`src/rtl/prog_loader_pkg.sv`:
```
// Shared widths, state encoding and helpers for the program loader.
package prog_loader_pkg;

    localparam int ADDR_W    = 7;
    localparam int WORD_W    = 16;
    localparam int BYTE_W    = 8;
    localparam int MAX_WORDS = 128;

    // Word counter must be able to hold MAX_WORDS itself (128), so one bit wider than the address.
    localparam int CNT_W     = ADDR_W + 1;

    typedef enum logic [2:0] {
        IDLE,
        LEN,
        HI,
        LO,
        WR,
        CSUM,
        DONE
    } state_e;

    // A LEN byte of zero stands for a full RAM image.
    function automatic logic [CNT_W-1:0] len_to_words(input logic [BYTE_W-1:0] len_byte);
        if (len_byte == '0) begin
            return CNT_W'(MAX_WORDS);
        end
        return CNT_W'(len_byte);
    endfunction

endpackage

```
`src/rtl/prog_loader.sv`:
```
// Program loader: turns a LEN / word-pair / CSUM byte stream into sequential
// 16-bit writes into the instruction RAM, holding the CPU while it runs.
module prog_loader
    import prog_loader_pkg::*;
(
    input  logic              clk,
    input  logic              reset,
    input  logic              start,
    input  logic [BYTE_W-1:0] din,
    input  logic              din_valid,
    output logic              din_ready,
    output logic              mem_wr,
    output logic [ADDR_W-1:0] mem_addr,
    output logic [WORD_W-1:0] mem_din,
    output logic              cpu_hold,
    output logic              busy,
    output logic              done,
    output logic              err
);

    state_e             state_q, state_d;
    logic [CNT_W-1:0]   len_q, len_d;
    logic [CNT_W-1:0]   cnt_q, cnt_d;
    logic [BYTE_W-1:0]  hi_q, hi_d;
    logic [BYTE_W-1:0]  acc_q, acc_d;
    logic [ADDR_W-1:0]  addr_q, addr_d;
    logic [WORD_W-1:0]  word_q, word_d;
    logic               err_q, err_d;
    logic               din_ready_q, din_ready_d;
    logic               mem_wr_q, mem_wr_d;
    logic               busy_q, busy_d;
    logic               done_q, done_d;
    logic               xfer;

    // A byte moves only when the registered ready and the source valid coincide.
    assign xfer = din_valid & din_ready_q;

    // Next-state, datapath updates and the look-ahead values of the registered outputs.
    always_comb begin
        state_d = state_q;
        len_d   = len_q;
        cnt_d   = cnt_q;
        hi_d    = hi_q;
        acc_d   = acc_q;
        addr_d  = addr_q;
        word_d  = word_q;
        err_d   = err_q;

        case (state_q)
            IDLE: begin
                if (start) begin
                    state_d = LEN;
                    err_d   = 1'b0;
                    addr_d  = '0;
                    acc_d   = '0;
                    cnt_d   = '0;
                end
            end
            LEN: begin
                if (xfer) begin
                    len_d   = len_to_words(din);
                    acc_d   = acc_q ^ din;
                    state_d = HI;
                end
            end
            HI: begin
                if (xfer) begin
                    hi_d    = din;
                    acc_d   = acc_q ^ din;
                    state_d = LO;
                end
            end
            LO: begin
                if (xfer) begin
                    word_d  = {hi_q, din};
                    acc_d   = acc_q ^ din;
                    state_d = WR;
                end
            end
            WR: begin
                // The write itself is the registered strobe; here we step past it.
                // On a 128-word load the address wraps to 0 but is never written.
                addr_d = addr_q + ADDR_W'(1);
                cnt_d  = cnt_q + CNT_W'(1);
                if (cnt_d == len_q) begin
                    state_d = CSUM;
                end else begin
                    state_d = HI;
                end
            end
            CSUM: begin
                if (xfer) begin
                    if (din != acc_q) begin
                        err_d = 1'b1;
                    end
                    state_d = DONE;
                end
            end
            DONE: begin
                state_d = IDLE;
            end
            default: begin
                state_d = IDLE;
            end
        endcase

        // Outputs are decoded from the next state so they appear registered with it.
        din_ready_d = (state_d == LEN) || (state_d == HI) ||
                      (state_d == LO)  || (state_d == CSUM);
        mem_wr_d    = (state_d == WR);
        busy_d      = (state_d != IDLE);
        done_d      = (state_d == DONE);
    end

    // State and datapath registers; reset aborts any load in progress.
    always_ff @(posedge clk) begin
        if (reset) begin
            state_q     <= IDLE;
            len_q       <= '0;
            cnt_q       <= '0;
            hi_q        <= '0;
            acc_q       <= '0;
            addr_q      <= '0;
            word_q      <= '0;
            err_q       <= 1'b0;
            din_ready_q <= 1'b0;
            mem_wr_q    <= 1'b0;
            busy_q      <= 1'b0;
            done_q      <= 1'b0;
        end else begin
            state_q     <= state_d;
            len_q       <= len_d;
            cnt_q       <= cnt_d;
            hi_q        <= hi_d;
            acc_q       <= acc_d;
            addr_q      <= addr_d;
            word_q      <= word_d;
            err_q       <= err_d;
            din_ready_q <= din_ready_d;
            mem_wr_q    <= mem_wr_d;
            busy_q      <= busy_d;
            done_q      <= done_d;
        end
    end

    assign din_ready = din_ready_q;
    assign mem_wr    = mem_wr_q;
    assign mem_addr  = addr_q;
    assign mem_din   = word_q;
    assign cpu_hold  = busy_q;
    assign busy      = busy_q;
    assign done      = done_q;
    assign err       = err_q;

endmodule

```
`config.mk`:
```
export PLATFORM = sky130hd
export DESIGN_NAME = prog_loader
export DESIGN_NICKNAME = d
export VERILOG_FILES = /design/src/rtl/prog_loader_pkg.sv /design/src/rtl/prog_loader.sv
export SDC_FILE = /design/constraint.sdc
export NUM_CORES = 1
export LEC_CHECK = 0
export CAP_MARGIN = 20
export CORE_MARGIN = 2
export CORE_UTILIZATION = 41
export CTS_BUF_LIST = sky130_fd_sc_hd__clkbuf_4 sky130_fd_sc_hd__clkbuf_8
export DETAILED_ROUTE_END_ITERATION = 10
export DONT_BUFFER_PORTS = 1
export PLACE_DENSITY = 0.56
export SYNTH_ARGS = -nofsm -noshare
export SYNTH_HDL_FRONTEND = slang
export SYNTH_SLANG_ARGS = --single-unit
```
`constraint.sdc`:
```
create_clock -name clk -period 4.3 [get_ports clk]
set_input_delay 1.075 -clock clk [delete_from_list [all_inputs] [get_ports clk]]
set_output_delay 1.075 -clock clk [all_outputs]
set_load 0.005 [all_outputs]
```
After elaboration in Yosys (flattened, before gate mapping)
Index checks and enable logic that the tools add are counted.
{ "word_totals": {"word_cells": 71, "reg_bits": 63} }
{ "op_classes": {"n_eq_ne": 17, "n_bitwise": 2, "reduce_logical": 16, "add_sub_neg": 2, "muxes": 22} }
{ "op_table": {"columns": ["operator", "count"], "rows": [
  ["$mux 8", 4],
  ["$pmux 8 s2", 2],
  ["$mux 3", 6],
  ["$pmux 3 s6", 1],
  ["$eq 3x3->1 const B", 5],
  ["$pmux 7 s2", 1],
  ["$eq 3x2->1 const B", 4],
  ["$add 8x1->8 const B", 1],
  ["$eq 8x8->1", 1],
  ["$logic_not 8->1", 1],
  ["$ne 8x8->1", 1],
  ["$reduce_and 2->1", 4],
  ["$xor 8x8->8", 1],
  ["$add 7x1->7 const B", 1],
  ["$mux 7", 1],
  ["$eq 3x1->1 const B", 2],
  ["$mux 1", 6],
  ["$ne 2x2->1 const B", 3],
  ["$reduce_bool 2->1", 3],
  ["$reduce_and 4->1", 1],
  ["$logic_not 3->1", 1],
  ["$logic_or 1x1->1", 3],
  ["$reduce_and 3->1", 1],
  ["$reduce_bool 3->1", 1],
  ["other kinds (4)", 4]
]} }

Longest topological paths before layout
{ "logic_depth": {"word_depth": 8, "depth_mapped": 7} }

Least setup slack after synthesis
OpenSTA, ideal clock, no wires.
{ "synth_timing": {"path_type": "input to register", "startpoint": "input din_valid", "endpoint": "register word_q[10], in the netlist mem_din[10]", "n_path_buf": 2, "t_arrival_ns": 1.928, "stages": 6, "setup_slack_ns": 2.240, "cell_sequence": "nand3_2 or2_2 clkbuf_2 buf_2 nand2_1 a21oi_1"} }
{ "synth_between": {"elab_chain_cells": 2} }
{ "synth_lines": {"columns": ["item", "line_no", "text"], "rows": [
  ["start, declared", "prog_loader.sv:10", "input logic din_valid,"],
  ["$and 1x1->1", "prog_loader.sv:36", "assign xfer = din_valid & din_ready_q;"],
  ["$reduce_and 2->1 (no line)", null, null],
  ["end signal, assigned", "prog_loader.sv:137", "word_q <= word_d;"],
  ["end, declared", "prog_loader.sv:27", "logic [WORD_W-1:0] word_q, word_d;"]
]} }
Every way passes these cells.
A chain may end at the register's enable or synchronous reset.

Final worst setup path
{ "layout_timing": {"startpoint": "register state_q[1]", "endpoint": "register addr_q[2], in the netlist mem_addr[2]"} }
{ "layout_between": {"elab_chain_cells": 3} }
{ "layout_lines": {"columns": ["item", "line_no", "text"], "rows": [
  ["start, declared", "prog_loader.sv:21", "state_e state_q, state_d;"],
  ["start signal, assigned", "prog_loader.sv:131", "state_q <= state_d;"],
  ["$eq 3x3->1 or $logic_not 3->1 (tied branches)", "prog_loader.sv:49", "case (state_q)"],
  ["$reduce_bool 2->1 (no line) or $ne 2x2->1 (tied branches)", null, null],
  ["$reduce_and 2->1 (no line)", null, null],
  ["end signal, assigned", "prog_loader.sv:136", "addr_q <= addr_d;"],
  ["end, declared", "prog_loader.sv:26", "logic [ADDR_W-1:0] addr_q, addr_d;"]
]} }
Several ways; a longest one is shown, not always the timed one.

==> impl_results.md <==
- Sequential share of the synthesized area: 42.1%
- P_leak: 0.00106 uW
- Worst hold slack: between 400 and 500 ps
- Drt initial violations: 90
- Total gr overflow: 0
- Inserted Diodes: 0
- Met2 Use GR: roughly 28%
- CTS tree: built
- Pint: about 900 uW
- Maxcap violations: 0
- Final WL: roughly 6.7 mm
- Final Non-Filler Cells: 461
- Number of global-route vias before repair: 2330
- Max VDD drop: 0.174 mV
- Clock buffer depth: 2
- Kind of critical path: flip-flop to flip-flop
- Clock slew at reported path FFs: roughly 80 ps
- Syn Std Cell Area: between 2000 and 3000 um^2
- Synth Area in XOR/XNOR: ~4.1%
- Asr flop ratio synth: 0%
- Final Hold Fails: 0
- Worst EP required: about 4600 ps
- Fin worst setup slack: 2170 ps
- #FFs+latches synth: 63
- Post-synth EDFFs: 0
- Tmin final: between 2000 and 2500 ps
- # clock sinks: 63
- Worst skew pair latency: 350 ps
- Slew Viols, Final: 0
- DRC violations left: 0
- GRT busiest layer: met2
- CP endpoint kind: flip-flop
- Crit-path max cell delay: 680 ps
- Worst Path Buf+Inv: 1
- Crit-path cells: nor3b_1 > buf_4 > nor2_1 > nor2_1 > a211oi_1
- Synth Warn #: 0
- Status: finished, final reports clean
- # IOs: 41
- CP arrival: roughly 2400 ps
- TritonCTS Buffers: 9
- Cell variety after synth: 53
- Setup violations, final: 0
- Avg Vias per Cell: around 5.3
- RSZ-0062 raised after global routing: false
- Post-Syn Instances: approximately 370
- FF+latch area: 1260 um^2
- CP Max Fanout: 16
- Die ar.: approximately 8000 um^2
- Largest family of logic cells by synthesized area: simple AND/OR/NAND/NOR gates
- Fin Setup TNS: 0 ps
- Simple-gate portion of the synthesized area: between 20% and 30%
- Family with the most delay on the worst path: simple AND/OR/NAND/NOR gates
- Compound-cell area share of the yosys netlist: approximately 17%
- M1 GR Usage: between 20% and 30%
- Setup bufs post-CTS: 0
- Most frequent CP cell: nor2_1
- Initial Util: a little over two fifths
- Pre-Repair DR Iteration Count: 4
- Core Rows: 31
- Leading cell type in the layout, fill and taps excluded: dfxtp_1
- Final ANT Viol Nets: 0
- Max frequency: about 470 MHz
- Synthesized area per cell: 8.05 um^2
- Max-slew headroom: 41.8%
- Comb pwr share: roughly 4.4%
- Die H: between 80 and 90 um
- Mux share of post-synthesis cell area: ~3.6%
- # port buffers: 0
- Hold crit path type: flip-flop to flip-flop
- Crit-path slowest cell: dfxtp_1
- CTS H-Tree Depth: 3
- Layout area overhead: 6.56%
- Main synth FF type: dfxtp_1
- Nets: between 300 and 400
- Largest net degree at the start of global routing: 63
- Kind of start point of the critical path: flip-flop
- Pre-CTS setup slack: between 1500 and 2000 ps
- Vias: roughly 2500
- Commonest cells after routing, fill and taps aside: 63 x dfxtp_1, 57 x nand2_1, 48 x a21oi_1
- Placer congestion estimate: slightly below 0.8
- Die outline width: between 80 and 90 um
- First-pass GRT wire length: ~11 mm
- Flop pwr share: between 50% and 60%
- Fill count: around 750
- Placed wire-length estimate: 4.43 mm
- Post-CTS sizing: 0
- Multi-input combinational cell area: about 1500 um^2
- Initial antenna violation count: 0
- Fin crit share: ~50%
- PwrDens: 372 nW/um^2
- Post-DR wirelength/cell: about 14 um
- Layout cells sized above 1: under 10%
- GR Util met3: under 10%
- Worst-Margin Slew: 870 ps
- Fin Clk Skew: between 6 and 7 ps
- Core Region: 7180 um^2
- Clock power share: between 40 and 50%
- Hold_buf cts: 0
- # placed instances: around 440
- Switching share of power: roughly a quarter
- Sw power: approximately 290 uW
- Syn nets: slightly below 400
- Clk Tree Root Cell: clkbuf_8
- Overall Global Routing Usage: a little under a fifth
- Post-Synth Adder-Cell Area: less than 1%
layout make-up:
cell class / count / area share (%)
Inverter: 10 / 1.18
Clock buffer: 10 / 4.31
Tap cell: 99 / 3.88
Sequential cell: 63 / 39.5
Multi-Input combinational cell: 271 / 48.5
Clock inverter: 6 / 2.12
Timing Repair Buffer: 2 / 0.471
per-layer routing:
metal | vias to the layer above | part of all wire, %
met5 | - | 0
met4 | 0 | 2.2
met3 | 14 | 5.4
met2 | 46 | 45
met1 | 1151 | 47
li1 | 1254 | -
synthesized netlist by cell type, types with 2 or more instances:
| library cell | instances | area share, % |
|---|---|---|
| o211ai_1 | 2 | 0.50 |
| nor2_1 | 36 | 4.5 |
| and2_1 | 2 | 0.42 |
| xnor2_1 | 7 | 2.0 |
| nor3_1 | 6 | 1.0 |
| and4_1 | 2 | 0.59 |
| a21oi_1 | 48 | 8.0 |
| nand2_1 | 57 | 7.1 |
| nand3b_1 | 6 | 1.5 |
| nor2b_1 | 7 | 1.5 |
| a41oi_1 | 2 | 0.59 |
| buf_2 | 8 | 1.3 |
| xor2_1 | 7 | 2.0 |
| nand3_1 | 10 | 1.7 |
| nand4_1 | 7 | 1.5 |
| clkbuf_2 | 2 | 0.33 |
| mux2i_1 | 8 | 2.7 |
| dfxtp_1 | 63 | 42 |
| o21ai_1 | 6 | 1.0 |
| nor3b_1 | 2 | 0.50 |
| inv_1 | 10 | 1.3 |
| a22oi_1 | 4 | 1.0 |
| o21ai_0 | 12 | 2.0 |
| or3_1 | 3 | 0.63 |
| clkbuf_1 | 13 | 1.6 |
| a211oi_1 | 3 | 0.75 |
| nand2b_1 | 2 | 0.42 |
| ha_1 | 2 | 0.84 |
| nor4_1 | 5 | 1.0 |
| buf_4 | 2 | 0.50 |
| buf_6 | 3 | 1.1 |
| nor2_2 | 4 | 0.84 |
power by group through the flow:
stage	Combinational, uW	Clock (uW)	Sequential, uW
floorplan	61.3	0	609
global placement	51.4	0	615
detailed placement	52.5	0	615
CTS	52.7	551	601
global route	59.7	571	603
finish	51.9	535	602
cell families after synthesis:
logic type / after synthesis
buffers and inverters: 38
adders and majority gates: 2
muxes: 10
DFF: 63
xor gates and xnor gates: 14
and+or+nand+nor: 158
AOI/OAI and AO/OA: 87
path summary, 6_finish.rpt:
check,startpoint,to,slack [ps],cells after the start
worst max-delay path,state_q[1],mem_addr[2],2170,5
worst min-delay path,hi_q[1],mem_din[9],450,2
worst max register to register,state_q[1],mem_addr[2],2170,5
worst min register to register,hi_q[1],mem_din[9],450,2
metrics by stage:
stage          cell area [um^2]  util (%)  total power, uW
2_1_floorplan              2990         -              670
5_1_grt                    3190      44.5             1230
6_report                   3190      44.5             1190
3_5_place_dp               2980      41.5              668
3_3_place_gp               2980      41.5              666
4_1_cts                    3180      44.4             1200
flip-flops by register name, indices dropped and copies added (netlist names):
name and count:
mem_addr 7, mem_wr 1, busy 1, done 1, state_q 3, err 1, len_q 8, hi_q 8
din_ready 1, cnt_q 8, acc_q 8, mem_din 16
tightest hold or removal path: stages, from the launching register on:
cell	delay [ps]
dfxtp_1	310
nand2_1	50
a21oi_1	50
Note: power is estimated with default switching activity, not from simulation.
